==> config.mk <==
export PLATFORM = sky130hd
export DESIGN_NAME = watch_chain_reader
export DESIGN_NICKNAME = d
export VERILOG_FILES = /design/src/rtl/watch_chain_reader.sv
export SDC_FILE = /design/constraint.sdc
export NUM_CORES = 1
export LEC_CHECK = 0
export CAP_MARGIN = 40
export CORE_MARGIN = 4
export CORE_UTILIZATION = 30
export CTS_BUF_LIST = sky130_fd_sc_hd__clkbuf_2 sky130_fd_sc_hd__clkbuf_4 sky130_fd_sc_hd__clkbuf_8
export DETAILED_ROUTE_END_ITERATION = 10
export PLACE_DENSITY = 0.45
export SLEW_MARGIN = 10
export SYNTH_ARGS = -nofsm -noshare
export SYNTH_HDL_FRONTEND = slang
export SYNTH_SLANG_ARGS = --single-unit
export TNS_END_PERCENT = 1
==> constraint.sdc <==
create_clock -name Clk -period 20.2 [get_ports Clk]
set_input_delay 3.03 -clock Clk [delete_from_list [all_inputs] [get_ports Clk]]
set_output_delay 3.03 -clock Clk [all_outputs]
set_load 0.01 [all_outputs]
==> src/rtl/watch_chain_reader.sv <==
// -----------------------------------------------------------------------------
// watch_chain_reader
// Debugger-side master for one WatchChain scan chain. It generates TCK and
// the CaptureDR/ShiftDR controls, captures the chain once and then shifts all
// DATAWIDTH bits out, rebuilding them into a parallel word.
//
// Ports:
//   Clk        system clock, rising-edge
//   Reset      asynchronous active-high reset
//   iStart     one-cycle read request, accepted only when idle
//   oBusy      high while a read is in progress (CAPTURE/SHIFT)
//   oDone      one-cycle pulse, oData valid in the same cycle
//   oData      last captured chain word, bit 0 = first bit shifted out
//   oScanClk   TCK to the chain (registered)
//   oScanOut   serial data to the chain ScanIn, constant 0
//   iScanIn    serial data from the chain ScanOut
//   oScanCtrl  [1] ShiftDR, [0] CaptureDR
// -----------------------------------------------------------------------------
module watch_chain_reader #(
  parameter int DATAWIDTH = 133,
  parameter int CLKDIV    = 2
) (
  input  logic                 Clk,
  input  logic                 Reset,
  input  logic                 iStart,
  output logic                 oBusy,
  output logic                 oDone,
  output logic [DATAWIDTH-1:0] oData,
  output logic                 oScanClk,
  output logic                 oScanOut,
  input  logic                 iScanIn,
  output logic [1:0]           oScanCtrl
);

  localparam int BW = $clog2(DATAWIDTH + 1);
  localparam int DW = $clog2(CLKDIV + 1);
  localparam logic [BW-1:0] BIT_LAST = BW'(DATAWIDTH);
  localparam logic [DW-1:0] DIV_LAST = DW'(CLKDIV - 1);

  typedef enum logic [1:0] {
    S_IDLE    = 2'd0,
    S_CAPTURE = 2'd1,
    S_SHIFT   = 2'd2,
    S_DONE    = 2'd3
  } state_e;

  state_e                 state_q,     state_d;
  logic [DW-1:0]          div_cnt_q,   div_cnt_d;
  logic [BW-1:0]          bit_cnt_q,   bit_cnt_d;
  logic [DATAWIDTH-1:0]   shreg_q,     shreg_d;
  logic [DATAWIDTH-1:0]   data_q,      data_d;
  logic                   scan_clk_q,  scan_clk_d;
  logic [1:0]             scan_ctrl_q, scan_ctrl_d;
  logic                   busy_q,      busy_d;
  logic                   done_q,      done_d;
  logic                   div_last_s;

  assign div_last_s = (div_cnt_q == DIV_LAST);

  // Next-state and registered-output logic for the read sequence.
  always_comb begin
    state_d     = state_q;
    div_cnt_d   = div_cnt_q;
    bit_cnt_d   = bit_cnt_q;
    shreg_d     = shreg_q;
    data_d      = data_q;
    scan_clk_d  = scan_clk_q;
    scan_ctrl_d = scan_ctrl_q;
    busy_d      = busy_q;
    done_d      = 1'b0;

    case (state_q)
      S_IDLE: begin
        div_cnt_d   = '0;
        scan_clk_d  = 1'b0;
        scan_ctrl_d = 2'b00;
        if (iStart) begin
          state_d     = S_CAPTURE;
          scan_ctrl_d = 2'b01;
          bit_cnt_d   = '0;
          shreg_d     = '0;
          busy_d      = 1'b1;
        end else begin
          busy_d = 1'b0;
        end
      end

      S_CAPTURE: begin
        if (div_last_s) begin
          div_cnt_d  = '0;
          scan_clk_d = ~scan_clk_q;
          // End of the high phase: the capture edge has happened.
          if (scan_clk_q) begin
            state_d     = S_SHIFT;
            scan_ctrl_d = 2'b10;
            bit_cnt_d   = '0;
          end else begin
            state_d = S_CAPTURE;
          end
        end else begin
          div_cnt_d = div_cnt_q + DW'(1);
        end
      end

      S_SHIFT: begin
        if (div_last_s) begin
          div_cnt_d  = '0;
          scan_clk_d = ~scan_clk_q;
          if (!scan_clk_q) begin
            // Last cycle of the low phase: chain output is settled.
            for (int i = 0; i < DATAWIDTH; i++) begin
              shreg_d[i] = (bit_cnt_q == BW'(i)) ? iScanIn : shreg_q[i];
            end
            bit_cnt_d = bit_cnt_q + BW'(1);
          end else if (bit_cnt_q == BIT_LAST) begin
            // All bits sampled; the final rising edge only shifts the chain.
            state_d     = S_DONE;
            scan_ctrl_d = 2'b00;
            busy_d      = 1'b0;
          end else begin
            state_d = S_SHIFT;
          end
        end else begin
          div_cnt_d = div_cnt_q + DW'(1);
        end
      end

      S_DONE: begin
        state_d     = S_IDLE;
        div_cnt_d   = '0;
        scan_clk_d  = 1'b0;
        scan_ctrl_d = 2'b00;
        busy_d      = 1'b0;
        data_d      = shreg_q;
        done_d      = 1'b1;
      end

      default: begin
        state_d     = S_IDLE;
        div_cnt_d   = '0;
        bit_cnt_d   = '0;
        scan_clk_d  = 1'b0;
        scan_ctrl_d = 2'b00;
        busy_d      = 1'b0;
      end
    endcase
  end

  // State and output registers with asynchronous reset.
  always_ff @(posedge Clk or posedge Reset) begin
    if (Reset) begin
      state_q     <= S_IDLE;
      div_cnt_q   <= '0;
      bit_cnt_q   <= '0;
      shreg_q     <= '0;
      data_q      <= '0;
      scan_clk_q  <= 1'b0;
      scan_ctrl_q <= 2'b00;
      busy_q      <= 1'b0;
      done_q      <= 1'b0;
    end else begin
      state_q     <= state_d;
      div_cnt_q   <= div_cnt_d;
      bit_cnt_q   <= bit_cnt_d;
      shreg_q     <= shreg_d;
      data_q      <= data_d;
      scan_clk_q  <= scan_clk_d;
      scan_ctrl_q <= scan_ctrl_d;
      busy_q      <= busy_d;
      done_q      <= done_d;
    end
  end

  assign oBusy     = busy_q;
  assign oDone     = done_q;
  assign oData     = data_q;
  assign oScanClk  = scan_clk_q;
  assign oScanCtrl = scan_ctrl_q;
  assign oScanOut  = 1'b0;

endmodule

==> impl_metrics.tcl, run 1 <==
set metrics [dict create \
    core_area_sq_um 40740 \
    start_util_pct 30.29 \
    drive_above_1_share_pct 23.68 \
    ys_ff_latch 283 \
    crit_start "iStart" \
    net-switching-power_w 0.0004874 \
    postSynthCellCount 1051 \
    maxClockFrequency_mhz 209.5 \
    setup_viol 0 \
    synth_top_area_share_pct 57.38 \
    ir_worst_vdd_mv 0.06603 \
    critPathKind "primary input to flop" \
    synth_edf_count 0 \
    slew_violations 0 \
    port_buffers 141 \
    numClockSinks 283 \
    tightest_slew_ns 0.8707 \
    cp.arrival_ns 5.21 \
    fin_setup_tns_ns 0 \
    drt_iter0_drc 629 \
    cp_max_fo 16 \
    crit_path_start_kind "primary input" \
    grt_pass1_vias 8908 \
    num_vias 8598 \
    swShare_pct 32.19 \
    async_reset_ff_share_pct 100.0 \
    cts_hold_buf 0 \
    antenna_cells 0 \
    min_from "shreg_q[117]" \
    yosysMostFrequentCell "dfrtp_1" \
    post_dp_cell_area_sq_um 14410 \
    post-route-period-util_pct 23.63 \
    power_frac_comb_pct 24.0 \
    final_util_pct 38.01 \
    antenna_found_initial 0 \
    synth_ff_type "dfrtp_1" \
    clk_pin_slew_ns 0.06 \
    relSlewSlack_pct 41.95 \
    die_area_sq_um 44450 \
    p_seq_share_pct 38.8 \
    power_w 0.001514 \
    p_per_area_nw_per_um2 97.78 \
    insertion_delay_ns 0.60 \
    dp_hpwl_mm 22.37 \
    syn2layout_area_growth_pct 25.48 \
    wl_per_cell_um 20.25 \
    drcViolationCount 0 \
    clockPowerShare_pct 37.2 \
    place_ws_ns 14.77 \
    cts_repair_resize_count 0 \
    fin_ws_ns 15.43 \
    post_cts_buffers 0 \
    regArea_sq_um 7082 \
    final_nets 1190 \
    row_count 74 \
    grt_setup_unrepaired "no" \
    endpoint_kind "flop" \
    cts_tree "done" \
    vias_per_cell 4.930 \
    rr_startpoint "state_q[0]" \
    routed_wl_mm 35.32 \
    yosys-top-cells-count "dfrtp_1 (283), o21ai_0 (169), mux2_2 (134), nand2_1 (91), clkbuf_1 (83)" \
    clockBufferDepth 3 \
    synth_top_cell_by_area "dfrtp_1" \
    hold_viol_final 0 \
    multi_input_area_sq_um 4886 \
    intPower_w 0.001027 \
    postRouteAntennaNets 0 \
    gp_congestion 0.7338 \
    ios 143 \
    design_area_sq_um 15490 \
    postSynthAreaPerCell_sq_um 11.74 \
    hold_class "flop to flop" \
    maxCapViolCount 0 \
    yosysSeqAreaShare_pct 57.38 \
    leakagePower_nw 6.848 \
    synthesis.nets 1066 \
    period_needed_ns 4.772 \
    cts_root_buffer "clkbuf_8" \
    ys_warn_count 0 \
    synth_cell_types 55 \
    num-fill-cells 3999 \
    first_pass_iters 5 \
    grt_pass1_wl_mm 55.48 \
    numCtsBuffers 50 \
    cts-htree-levels 2 \
    grt_use_total_pct 15.85 \
    grt_max_degree 84 \
    required_ns 20.64 \
    synth_area_leaders "dfrtp_1 (57%), mux2_2 (12%), o21ai_0 (6.9%)" \
    clock-skew-final_ns 0.02074 \
    syn_area_sq_um 12340 \
    gr-total-overflow 0 \
    die_y_um 210.8 \
    status "complete, no violations" \
    die_x_um 210.8 \
]
-- critical path: stages --
cell,delay (ns)
clkdlybuf4s50_1,0.46
nor2b_1,0.42
or3_1,0.42
or2_1,0.70
o2bb2ai_1,0.17
-- metrics by stage --
step	instances	hold slack, ns
2_1_floorplan	1051	0.4507
3_3_place_gp	1638	0.4816
3_5_place_dp	1655	0.4737
4_1_cts	1744	0.4893
5_1_grt	1744	0.5019
6_report	1744	0.4903
-- registers in the layout (all words and copies together) (netlist names), named ones only --
signal	flops
oDone	1
oData	133
shreg_q	133
state_q	1
oScanClk	1
bit_cnt_q	8
oScanCtrl	2
div_cnt_q	2
oBusy	1
-- cell families after synthesis --
| logic type | synth area share [%] |
|---|---|
| DFF | 57.38 |
| buffers and inverters | 3.457 |
| AOI/OAI and AO/OA | 18.29 |
| and+or+nand+nor | 7.259 |
| other | 0.03038 |
| adders and majority gates | 1.115 |
| muxes | 12.47 |
-- power groups by stage --
stage | Clock [W] | Combinational (W) | Sequential [W]
3_3_place_gp | 0 | 0.000359 | 0.000597
6_report | 0.000564 | 0.000363 | 0.000587
5_1_grt | 0.000614 | 0.000406 | 0.000588
2_1_floorplan | 0 | 0.000259 | 0.000596
3_5_place_dp | 0 | 0.000367 | 0.000597
4_1_cts | 0.000590 | 0.000368 | 0.000587
-- per-layer routing --
| layer | share of wire [%] | routed length (um) | global-route usage (%) |
|---|---|---|---|
| met2 | 46 | 16090 | 24.58 |
| met5 | 0 | 0 | 0 |
| met1 | 48 | 16850 | 22.53 |
| met3 | 4.1 | 1460 | 2.852 |
| met4 | 2.6 | 916 | 5.433 |
-- final timing paths --
check,end,slack [ns],cells after the start
min in group asynchronous,oData[16],2.90,2
setup reg to reg,shreg_q[6],17.34,7
hold reg to reg,shreg_q[117],0.49,1
max in group asynchronous,oData[114],15.87,5
setup / recovery,shreg_q[2],15.43,5
hold / removal,shreg_q[117],0.49,1
-- layout make-up --
type	instances	area share, %
Sequential cell	283	45.73
Timing Repair Buffer	169	11.23
Tap cell	532	4.298
Clock inverter	4	0.1777
Clock buffer	85	6.746
Multi-Input combinational cell	662	31.55
Inverter	9	0.2666
-- cells in the final DEF (no fill, tap or decap), drive strengths merged, types with 3 or more instances in the layout --
master / synthesis / layout
o31ai: 3 / 3
or4b: 3 / 3
or3: 3 / 3
nor3b: 6 / 6
mux2i: 3 / 3
clkbuf: 84 / 85
o21a: 48 / 48
o2bb2ai: 24 / 24
mux2: 134 / 134
a21oi: 8 / 8
dfrtp: 283 / 283
buf: 13 / 28
nor2b: 4 / 4
clkdlybuf4s50: 0 / 141
and2: 5 / 5
or4: 4 / 4
inv: 9 / 11
nand4bb: 3 / 3
nand3: 6 / 6
or3b: 5 / 5
or2: 8 / 8
o21ai: 191 / 191
nand3b: 9 / 9
nor2: 10 / 10
nand2: 91 / 91
a22o: 57 / 57
ha: 11 / 11
nor4b: 3 / 3
a21boi: 6 / 6
No activity file was read; power rests on OpenSTA's default activity.
==> run 2, diff against run 1 <==
--- a/config.mk
+++ b/config.mk
@@ -10,7 +10,7 @@
 export CORE_UTILIZATION = 30
 export CTS_BUF_LIST = sky130_fd_sc_hd__clkbuf_2 sky130_fd_sc_hd__clkbuf_4 sky130_fd_sc_hd__clkbuf_8
 export DETAILED_ROUTE_END_ITERATION = 10
-export PLACE_DENSITY = 0.45
+export PLACE_DENSITY = 0.47
 export SLEW_MARGIN = 10
 export SYNTH_ARGS = -nofsm -noshare
 export SYNTH_HDL_FRONTEND = slang
==> constraint.sdc (replaced) <==
create_clock -name Clk -period 4.1 [get_ports Clk]
set_input_delay 0.615 -clock Clk [delete_from_list [all_inputs] [get_ports Clk]]
set_output_delay 0.615 -clock Clk [all_outputs]
set_load 0.01 [all_outputs]
==> impl_metrics.tcl, run 2 (same netlist as run 1, synthesis figures left out) <==
set metrics [dict create \
    status "complete, no violations" \
    gp_congestion 0.7975 \
    cts-htree-levels 2 \
    wl_per_cell_um 20.36 \
    numClockSinks 283 \
    drive_above_1_share_pct 23.22 \
    p_seq_share_pct 38.1 \
    power_frac_comb_pct 23.8 \
    num-fill-cells 3999 \
    post_cts_buffers 0 \
    port_buffers 141 \
    vias_per_cell 4.987 \
    clk_pin_slew_ns 0.06 \
    gr-total-overflow 0 \
    clockPowerShare_pct 38.0 \
    ir_worst_vdd_mv 0.2172 \
    tightest_slew_ns 0.8842 \
    numCtsBuffers 49 \
    grt_setup_unrepaired "no" \
    clockBufferDepth 3 \
    reg2reg_depth 7 \
    required_ns 4.58 \
    leakagePower_nw 6.812 \
    timing.hold.ws_ns 0.3582 \
    cts_hold_buf 0 \
    row_count 74 \
    die_area_sq_um 44450 \
    hold_viol_final 0 \
    first_pass_iters 5 \
    reg2reg_to "shreg_q[105]" \
    die_y_um 210.8 \
    slew_violations 0 \
    antenna_found_initial 0 \
    rr_startpoint "state_q[0]" \
    drt_iter0_drc 693 \
    maxCapViolCount 0 \
    drcViolationCount 0 \
    cts_repair_resize_count 0 \
    cp_max_fo 57 \
    swShare_pct 31.80 \
    grt_max_degree 96 \
    intPower_w 0.005169 \
    final_common_cell "dfrtp_1" \
    postRouteAntennaNets 0 \
    final_nets 1184 \
    core_area_sq_um 40740 \
    syn2layout_area_growth_pct 25.30 \
    ios 143 \
    num_vias 8672 \
    final_cell_mix "dfrtp_1 (283), o21ai_0 (169), clkdlybuf4s50_1 (141)" \
    regArea_sq_um 7082 \
    grt_pass1_vias 8782 \
    cp.arrival_ns 3.41 \
    setup_viol 0 \
    relSlewSlack_pct 40.89 \
    start_util_pct 30.29 \
    dp_hpwl_mm 22.42 \
    endpoint "shreg_q[105]" \
    routed_wl_mm 35.41 \
    hold_class "primary input to asynchronous set/reset pin" \
    multi_input_area_sq_um 4881 \
    p_per_area_nw_per_um2 490.1 \
    post-route-period-util_pct 71.36 \
    critPathKind "flop to flop" \
    power_w 0.007579 \
    die_x_um 210.8 \
    clock-skew-final_ns 0.02825 \
    maxClockFrequency_mhz 341.8 \
    cts_root_buffer "clkbuf_8" \
    grt_pass1_wl_mm 55.72 \
    crit_path_start_kind "flop" \
    cts_tree "done" \
    insertion_delay_ns 0.61 \
    period_needed_ns 2.926 \
    endpoint_kind "flop" \
    crit_start "state_q[0]" \
    net-switching-power_w 0.002410 \
    ff2ff_setup_slack_ns 1.17 \
    grt_use_total_pct 15.92 \
]
run 2: changes by cell type in the layout (fill, tap and decap cells not counted), sizes merged:
cell,change
clkinvlp,+3
inv,-3
buf,-5
bufinv,+2
diode,+1
clkbuf,-5
clkinv,+2
run 2: worst min-delay path by stage:
stage | startpoint | endpoint | slack [ns]
2_1_floorplan | shreg_q[0] | shreg_q[0] | 0.45
3_3_place_gp | shreg_q[124] | shreg_q[124] | 0.48
3_5_place_dp | shreg_q[126] | shreg_q[126] | 0.48
4_1_cts | Reset | oDone | 0.33
5_1_grt | Reset | oDone | 0.37
6_report | Reset | oDone | 0.36
run 2: cell type report:
type | count | share of cell area (%)
Multi-Input combinational cell | 662 | 31.56
Timing Repair Buffer | 164 | 10.87
Tap cell | 532 | 4.304
Sequential cell | 283 | 45.79
Inverter | 9 | 0.2427
Clock inverter | 8 | 0.6149
Clock buffer | 80 | 6.594
Antenna cell | 1 | 0.01618
run 2: worst max-delay path: stages (launching register included):
cell and delay (ns):
dfrtp_1 0.45, inv_1 0.22, ha_4 0.54, nor2_1 0.18
a211oi_4 0.75, buf_12 0.34, nand2_1 0.09, a22o_1 0.19
run 2: metal layers:
metal / vias up / track usage [%] / part of all wire (%)
li1: 4010 / - / -
met1: 4364 / 23.50 / 47
met2: 239 / 24.03 / 46
met3: 59 / 2.673 / 4.5
met4: 0 / 5.030 / 2.2
met5: - / 0 / 0
run 2: power by group through the flow:
stage,clock network [W],registers (W),logic (W)
after floorplan,0,0.00294,0.00128
final,0.00288,0.00289,0.00181
after detailed placement,0,0.00294,0.00181
after CTS,0.00299,0.00289,0.00181
after global routing,0.00310,0.00290,0.00201
after global placement,0,0.00294,0.00179
run 2: through the flow:
stage | worst slack [ns] | utilization [%] | instances | instance area (sq um) | setup TNS, ns
2_1_floorplan | -0.2643 | - | 1051 | 12350 | -74.79
3_3_place_gp | 1.183 | 35.02 | 1644 | 14270 | 0
3_5_place_dp | 1.122 | 35.15 | 1649 | 14320 | 0
4_1_cts | 1.168 | 37.89 | 1737 | 15430 | 0
5_1_grt | 0.9299 | 37.95 | 1738 | 15460 | 0
6_report | 1.174 | 37.96 | 1739 | 15460 | 0
